==> src/rtl/cpu_mem_arbiter.sv <==
// Shares one memory request/response port between the CPU instruction and data
// sides, serving requests captured in IDLE in fixed D, W, I order while stalling the CPU.
module cpu_mem_arbiter #(
  parameter int          AWIDTH     = 32,
  parameter logic [31:0] RESET_INST = 32'h0000_0000
) (
  input  logic              clk,
  input  logic              rst,
  input  logic [31:0]       icache_addr,
  input  logic              icache_re,
  input  logic [3:0]        icache_we,
  input  logic [31:0]       icache_din,
  input  logic [31:0]       dcache_addr,
  input  logic              dcache_re,
  input  logic [3:0]        dcache_we,
  input  logic [31:0]       dcache_din,
  output logic [31:0]       instruction,
  output logic [31:0]       dcache_dout,
  output logic              stall,
  output logic              mem_req_valid,
  input  logic              mem_req_ready,
  output logic [AWIDTH-1:0] mem_req_addr,
  output logic [3:0]        mem_req_we,
  output logic [31:0]       mem_req_wdata,
  input  logic              mem_resp_valid,
  input  logic [31:0]       mem_resp_data
);

  typedef enum logic [2:0] {IDLE, D_REQ, D_WAIT, W_REQ, I_REQ, I_WAIT} state_t;

  state_t            state_q, state_d, after_d;
  logic [AWIDTH-3:0] d_addr_q, d_addr_d, i_addr_q, i_addr_d;
  logic [3:0]        d_we_q, d_we_d, i_we_q, i_we_d;
  logic [31:0]       d_din_q, d_din_d, i_din_q, i_din_d;
  logic              pw_q, pw_d, pi_q, pi_d;
  logic [31:0]       inst_q, inst_d, dout_q, dout_d;

  // Memory is word addressed; the byte offset never leaves this block.
  logic unused_addr_bits;
  assign unused_addr_bits = ^{icache_addr[1:0], dcache_addr[1:0]};

  always_ff @(posedge clk or negedge rst) begin
    if (!rst) state_q <= IDLE;
    else      state_q <= state_d;
  end

  always_comb begin
    after_d = pw_q ? W_REQ : (pi_q ? I_REQ : IDLE);
    state_d = state_q;
    case (state_q)
      IDLE: begin
        if (dcache_re || (|dcache_we)) state_d = D_REQ;
        else if (|icache_we)           state_d = W_REQ;
        else if (icache_re)            state_d = I_REQ;
      end
      D_REQ:  if (mem_req_ready)  state_d = (|d_we_q) ? after_d : D_WAIT;
      D_WAIT: if (mem_resp_valid) state_d = after_d;
      W_REQ:  if (mem_req_ready)  state_d = pi_q ? I_REQ : IDLE;
      I_REQ:  if (mem_req_ready)  state_d = I_WAIT;
      I_WAIT: if (mem_resp_valid) state_d = IDLE;
      default:                    state_d = IDLE;
    endcase
  end

  always_comb begin
    mem_req_valid = 1'b0;
    mem_req_we    = 4'h0;
    mem_req_addr  = '0;
    mem_req_wdata = 32'h0;
    inst_d        = inst_q;
    dout_d        = dout_q;
    case (state_q)
      D_REQ: begin
        mem_req_valid = 1'b1;
        mem_req_addr  = {d_addr_q, 2'b00};
        mem_req_we    = d_we_q;
        mem_req_wdata = d_din_q;
      end
      W_REQ: begin
        mem_req_valid = 1'b1;
        mem_req_addr  = {i_addr_q, 2'b00};
        mem_req_we    = i_we_q;
        mem_req_wdata = i_din_q;
      end
      I_REQ: begin
        mem_req_valid = 1'b1;
        mem_req_addr  = {i_addr_q, 2'b00};
      end
      D_WAIT: if (mem_resp_valid) dout_d = mem_resp_data;
      I_WAIT: if (mem_resp_valid) inst_d = mem_resp_data;
      default: ;
    endcase
  end

  // Requests are sampled only while idle; re-presented copies during stall are ignored.
  always_comb begin
    d_addr_d = d_addr_q;
    d_we_d   = d_we_q;
    d_din_d  = d_din_q;
    i_addr_d = i_addr_q;
    i_we_d   = i_we_q;
    i_din_d  = i_din_q;
    pw_d     = pw_q;
    pi_d     = pi_q;
    if (state_q == IDLE) begin
      d_addr_d = dcache_addr[AWIDTH-1:2];
      d_we_d   = dcache_we;
      d_din_d  = dcache_din;
      i_addr_d = icache_addr[AWIDTH-1:2];
      i_we_d   = icache_we;
      i_din_d  = icache_din;
      pw_d     = |icache_we;
      pi_d     = icache_re;
    end
  end

  always_ff @(posedge clk or negedge rst) begin
    if (!rst) begin
      d_addr_q <= '0;
      d_we_q   <= 4'h0;
      d_din_q  <= 32'h0;
      i_addr_q <= '0;
      i_we_q   <= 4'h0;
      i_din_q  <= 32'h0;
      pw_q     <= 1'b0;
      pi_q     <= 1'b0;
      inst_q   <= RESET_INST;
      dout_q   <= 32'h0;
    end else begin
      d_addr_q <= d_addr_d;
      d_we_q   <= d_we_d;
      d_din_q  <= d_din_d;
      i_addr_q <= i_addr_d;
      i_we_q   <= i_we_d;
      i_din_q  <= i_din_d;
      pw_q     <= pw_d;
      pi_q     <= pi_d;
      inst_q   <= inst_d;
      dout_q   <= dout_d;
    end
  end

  assign stall       = (state_q != IDLE);
  assign instruction = inst_q;
  assign dcache_dout = dout_q;

endmodule
==> config.mk <==
export PLATFORM = sky130hd
export DESIGN_NAME = cpu_mem_arbiter
export DESIGN_NICKNAME = d
export VERILOG_FILES = /design/src/rtl/cpu_mem_arbiter.sv
export SDC_FILE = /design/constraint.sdc
export NUM_CORES = 1
export LEC_CHECK = 0
export ABC_AREA = 1
export CAP_MARGIN = 40
export CORE_ASPECT_RATIO = 1.25
export CORE_MARGIN = 2
export CORE_UTILIZATION = 48
export DETAILED_ROUTE_END_ITERATION = 10
export PLACE_DENSITY = 0.85
export SLEW_MARGIN = 20
export SYNTH_ARGS = -nofsm -noshare
export SYNTH_HDL_FRONTEND = slang
export SYNTH_SLANG_ARGS = --single-unit
==> constraint.sdc <==
create_clock -name clk -period 2.6 [get_ports clk]
set_input_delay 0.52 -clock clk [delete_from_list [all_inputs] [get_ports clk]]
set_output_delay 0.52 -clock clk [all_outputs]
set_load 0.005 [all_outputs]
# [Word-level counts from Yosys, hierarchy flattened]
# Cells that the tools add are included.
[op_classes] n_eq_ne=11 muxes=16 reduce_logical=11
[op_table] operator="$pmux 32 s2" n=2
[op_table] operator="$mux 3" n=11
[op_table] operator="$pmux 3 s6" n=1
[op_table] operator="$reduce_or 4->1" n=3
[op_table] operator="$ne 2x2->1 const B" n=5
[op_table] operator="$pmux 4 s2" n=1
[op_table] operator="$eq 3x2->1 const B" n=2
[op_table] operator="$eq 3x3->1 const B" n=2
[op_table] operator="$reduce_and 6->1" n=1
[op_table] operator="$ne 4x3->1 const B" n=1
[op_table] operator="$reduce_and 2->1" n=2
[op_table] operator="$eq 3x1->1 const B" n=1
[op_table] operator="$logic_not 3->1" n=1
[op_table] operator="$reduce_bool 3->1" n=1
[op_table] operator="$reduce_or 3->1" n=1
[op_table] operator="$reduce_or 2->1" n=1
[op_table] operator="$logic_or 1x1->1" n=1
[op_table] operator="$mux 1" n=1
[word_totals] regBits=201 input_bits=174 word_cells=49

# [Depth between registers and ports, before layout]
# Gate-level depths: netlist of run 1.
[logic_depth] ltp_word=5 mapped_depth=11 depth_no_buf=9

# [Worst setup path before layout of run 1]
# No wires, ideal clock.
[synth_path] path_type="register to output" startpoint="reg state_q[2]" endpoint="out mem_req_wdata[10]" t_arrival_ns=1.247 required_time_ns=2.080 path_slack_ns=0.833 stages_incl_launch_ff=8 path_buffers=3 path_cell_list="dfrtp_1 -> buf_2 -> inv_2 -> nand2_2 -> nor2_1 -> buf_4 -> buf_2 -> a22o_1"
[synth_between] elab_chain_len=2 elab_cells_between_ends=3
[synth_lines] element="start: declaration" line_no="31" text="state_t state_q, state_d, after_d;"
[synth_lines] element="start signal: assignment" line_no="44" text="else state_q <= state_d;"
[synth_lines] element="$eq 3x2->1 or $eq 3x1->1 (tied branches)" line_no="72" text="case (state_q)"
[synth_lines] element="$pmux 32 s2 (*)" line_no="72"
[synth_lines] element="end: declaration" line_no="24" text="output logic [31:0] mem_req_wdata,"
# Every way passes the cells marked *; elsewhere a longest branch is shown, timed or not.

# [Worst setup path after layout of run 1]
[layout_path] startpoint="reg state_q[2]" endpoint="out mem_req_wdata[14]"
# Same word-level chain as after synthesis.

==> flow_metrics.tcl, run 1 <==
set metrics [dict create \
    finalClockSkew_ns 0.00797 \
    slew_headroom_pct 61.7 \
    fin_ws_ns -0.0304 \
    clk_pin_slew_ns 0.06 \
    numCtsBuffers 20 \
    syn-instance-count 984 \
    drv_cap 0 \
    gp_congestion 0.885 \
    critical_path_required_ns 2.08 \
    drt_iter0_drc 509 \
    firstDrtPassIters 5 \
    setup_violations 4 \
    hold_path_class "input pin to asynchronous set/reset pin" \
    seq_area_frac_synth_pct 59.6 \
    arrival_ns 2.11 \
    area_growth_pct 49.0 \
    start_util_pct 48.6 \
    ys_types 21 \
    routed_wirelength_um 23600 \
    clk_latency_ns 0.49 \
    fill_cells 1241 \
    h-tree-depth 1 \
    worstReg2RegStart "state_q[1]" \
    fmax_mhz 380 \
    grt_use_total_pct 24.5 \
    die_w_um 123 \
    cp_cell_sequence "inv_2 -> nand2_4 -> nor2_4 -> buf_4 -> buf_12 -> a22o_1 -> clkdlybuf4s50_1" \
    die-height_um 152 \
    max_stage_delay_ns 0.51 \
    nets 1457 \
    critical_path_class "flip-flop to output port" \
    rsz0062_at_grt "true" \
    placed_area_um2 11700 \
    cts_sinks 201 \
    reg2reg_depth 6 \
    period_needed_ns 2.63 \
    ir_drop_mv 0.823 \
    route.detailed.drc 0 \
    synth_seq_cells 201 \
    finalPower_mw 15.1 \
    hold_buffers 0 \
    path_delay_family "buffers and inverters" \
    power_leakage_nw 6.56 \
    grt_pass1_wl_um 36600 \
    slew_viol_final 0 \
    clockBufferDepth 3 \
    status "finished, violations left" \
    ant_nets 0 \
    cts_tree "yes" \
    yosys.area.top_type_share_pct 59.6 \
    vias 7496 \
    yosysWarningCount 0 \
    dp_hpwl_um 15700 \
    crit_start "state_q[2]" \
    violations "setup timing" \
    cp_slowest_cell "clkdlybuf4s50_1" \
    endpoint_kind "output port" \
    cp.depth 7 \
    first_global_vias 7403 \
    antenna_cells 0 \
    die_area_um2 18700 \
    root_buffer "clkbuf_16" \
    reg2reg_to "i_addr_q[5]" \
    fin_area_um2 12600 \
    port-buffer-count 301 \
    routed_via_density 4.94 \
    start_kind "flip-flop" \
    overflow 0 \
    fin_crit_sh_pct 101 \
    hold_violations 0 \
    fin_util_pct 72.4 \
    grt_max_degree 72 \
    antenna_found_initial 0 \
    crit_buf_inv 4 \
    endpoint "mem_req_wdata[14]" \
    synth_area_leaders "dfrtp_1 (60%), nand2_1 (20%), o21ai_0 (7.5%), a22o_1 (3.7%), inv_1 (3.2%)" \
    rows 54 \
    io_pins 308 \
    timing.hold.ws_ns 0.0104 \
    r2r_slack_ns 0.58 \
    core-area_um2 17400 \
    syn_area_per_cell_um2 8.57 \
    p_per_area_nw_per_um2 1200 \
    avgRoutedWirePerCell_um 15.6 \
    worst_pin_slew_ns 0.575 \
    synth_top_area_cell "dfrtp_1" \
    drive_gt1_share_pct 6.26 \
    netlist_area_um2 8430 \
    path_max_fanout 19 \
]
[final cells by class]
| cell class | instances | area, um2 | share of cell area, % |
|---|---|---|---|
| clock buffers | 25 | 571 | 4.54 |
| clock inverters | 8 | 119 | 0.946 |
| inverters | 76 | 290 | 2.31 |
| multi-input cells | 650 | 2860 | 22.7 |
| flip-flops and latches | 201 | 5030 | 40.1 |
| well taps | 224 | 280 | 2.23 |
| repair buffers | 334 | 3410 | 27.2 |
[metrics by stage]
step | instances | worst slack, ns | TNS (ns)
final | 1518 | -0.0304 | -0.111
after global routing | 1518 | -0.127 | -0.591
after CTS | 1507 | -0.0721 | -0.686
after detailed placement | 1471 | 0.222 | 0
after global placement | 1471 | 0.302 | 0
after floorplan | 985 | 0.833 | 0
[kinds of logic (layout without fill, tap and decap cells)]
logic type | after synthesis | count (layout) | synth area share (%)
AND/OR/NAND/NOR | 479 | 479 | 21.9
AO/OA/AOI/OAI | 169 | 169 | 11.6
other | 1 | 2 | 0.0445
buffers and inverters | 134 | 443 | 6.84
flip-flops | 201 | 201 | 59.6
[registers in the layout (all words and copies together), names as in the netlist]
register	count
d_din_q	32
dcache_dout	32
i_din_q	32
instruction	32
d_addr_q	30
i_addr_q	30
d_we_q	4
i_we_q	4
state_q	3
pi_q	1
pw_q	1
[power breakdown]
group          leakage (nW)  internal, mW  switching, mW
logic                  3.73          3.20           3.38
clock network         0.344          1.85           1.19
registers              2.48          4.65          0.800
[how the worst min path moves through the flow]
| stage | to | slack (ns) | cells past startpoint |
|---|---|---|---|
| 3_3_place_gp | i_din_q[6] | 0.46 | 2 |
| 6_report | i_addr_q[2] | 0.01 | 1 |
| 2_1_floorplan | d_addr_q[0] | 0.22 | 0 |
| 5_1_grt | i_addr_q[2] | 0.06 | 1 |
| 4_1_cts | i_addr_q[3] | 0.03 | 1 |
| 3_5_place_dp | i_din_q[30] | 0.47 | 2 |
[timing repair]
item / CTS / global route
gates cloned: 0 / 2
pin swaps: 6 / 2
gates resized for setup: 51 / 36
setup buffers: 3 / 9
setup endpoints to repair: 67 / 26
[metal layers]
metal	vias up	part of all wire [%]	track usage, %
met3	64	7.0	5.28
met5	-	0	0
met4	0	4.2	10.6
met2	286	50	41.7
li1	3661	-	-
met1	3485	39	29.9
[Yosys cell counts (all sizes together)]
cell type,instances
nand3,9
or2,1
conb,1
dfrtp,201
clkbuf,16
buf,42
o21ai,131
nand2,454
nand4,1
a21oi,2
inv,76
a22o,36
nor2,14
[layout by cell type, fill, tap and decap left out, drive strengths merged]
cell type	count
conb	2
a21oi	2
nand2	454
buf	31
bufinv	3
inv	76
clkinv	5
dlymetal6s2s	21
clkdlybuf4s50	239
clkdlybuf4s15	10
a22o	36
nand4	1
or2	1
dlygate4sd2	30
nor2	14
clkbuf	28
dfrtp	201
o21ai	131
nand3	9
No activity file was read; power rests on OpenSTA's default activity.
==> run 2, diff against run 1 <==
--- a/config.mk
+++ b/config.mk
@@ -6,7 +6,7 @@
 export NUM_CORES = 1
 export LEC_CHECK = 0
 export ABC_AREA = 1
-export CAP_MARGIN = 40
+export CAP_MARGIN = 20
 export CORE_ASPECT_RATIO = 1.25
 export CORE_MARGIN = 2
 export CORE_UTILIZATION = 48
==> results of run 2 <==
No change in the layout: final DEF, timing and power equal those of run 1.
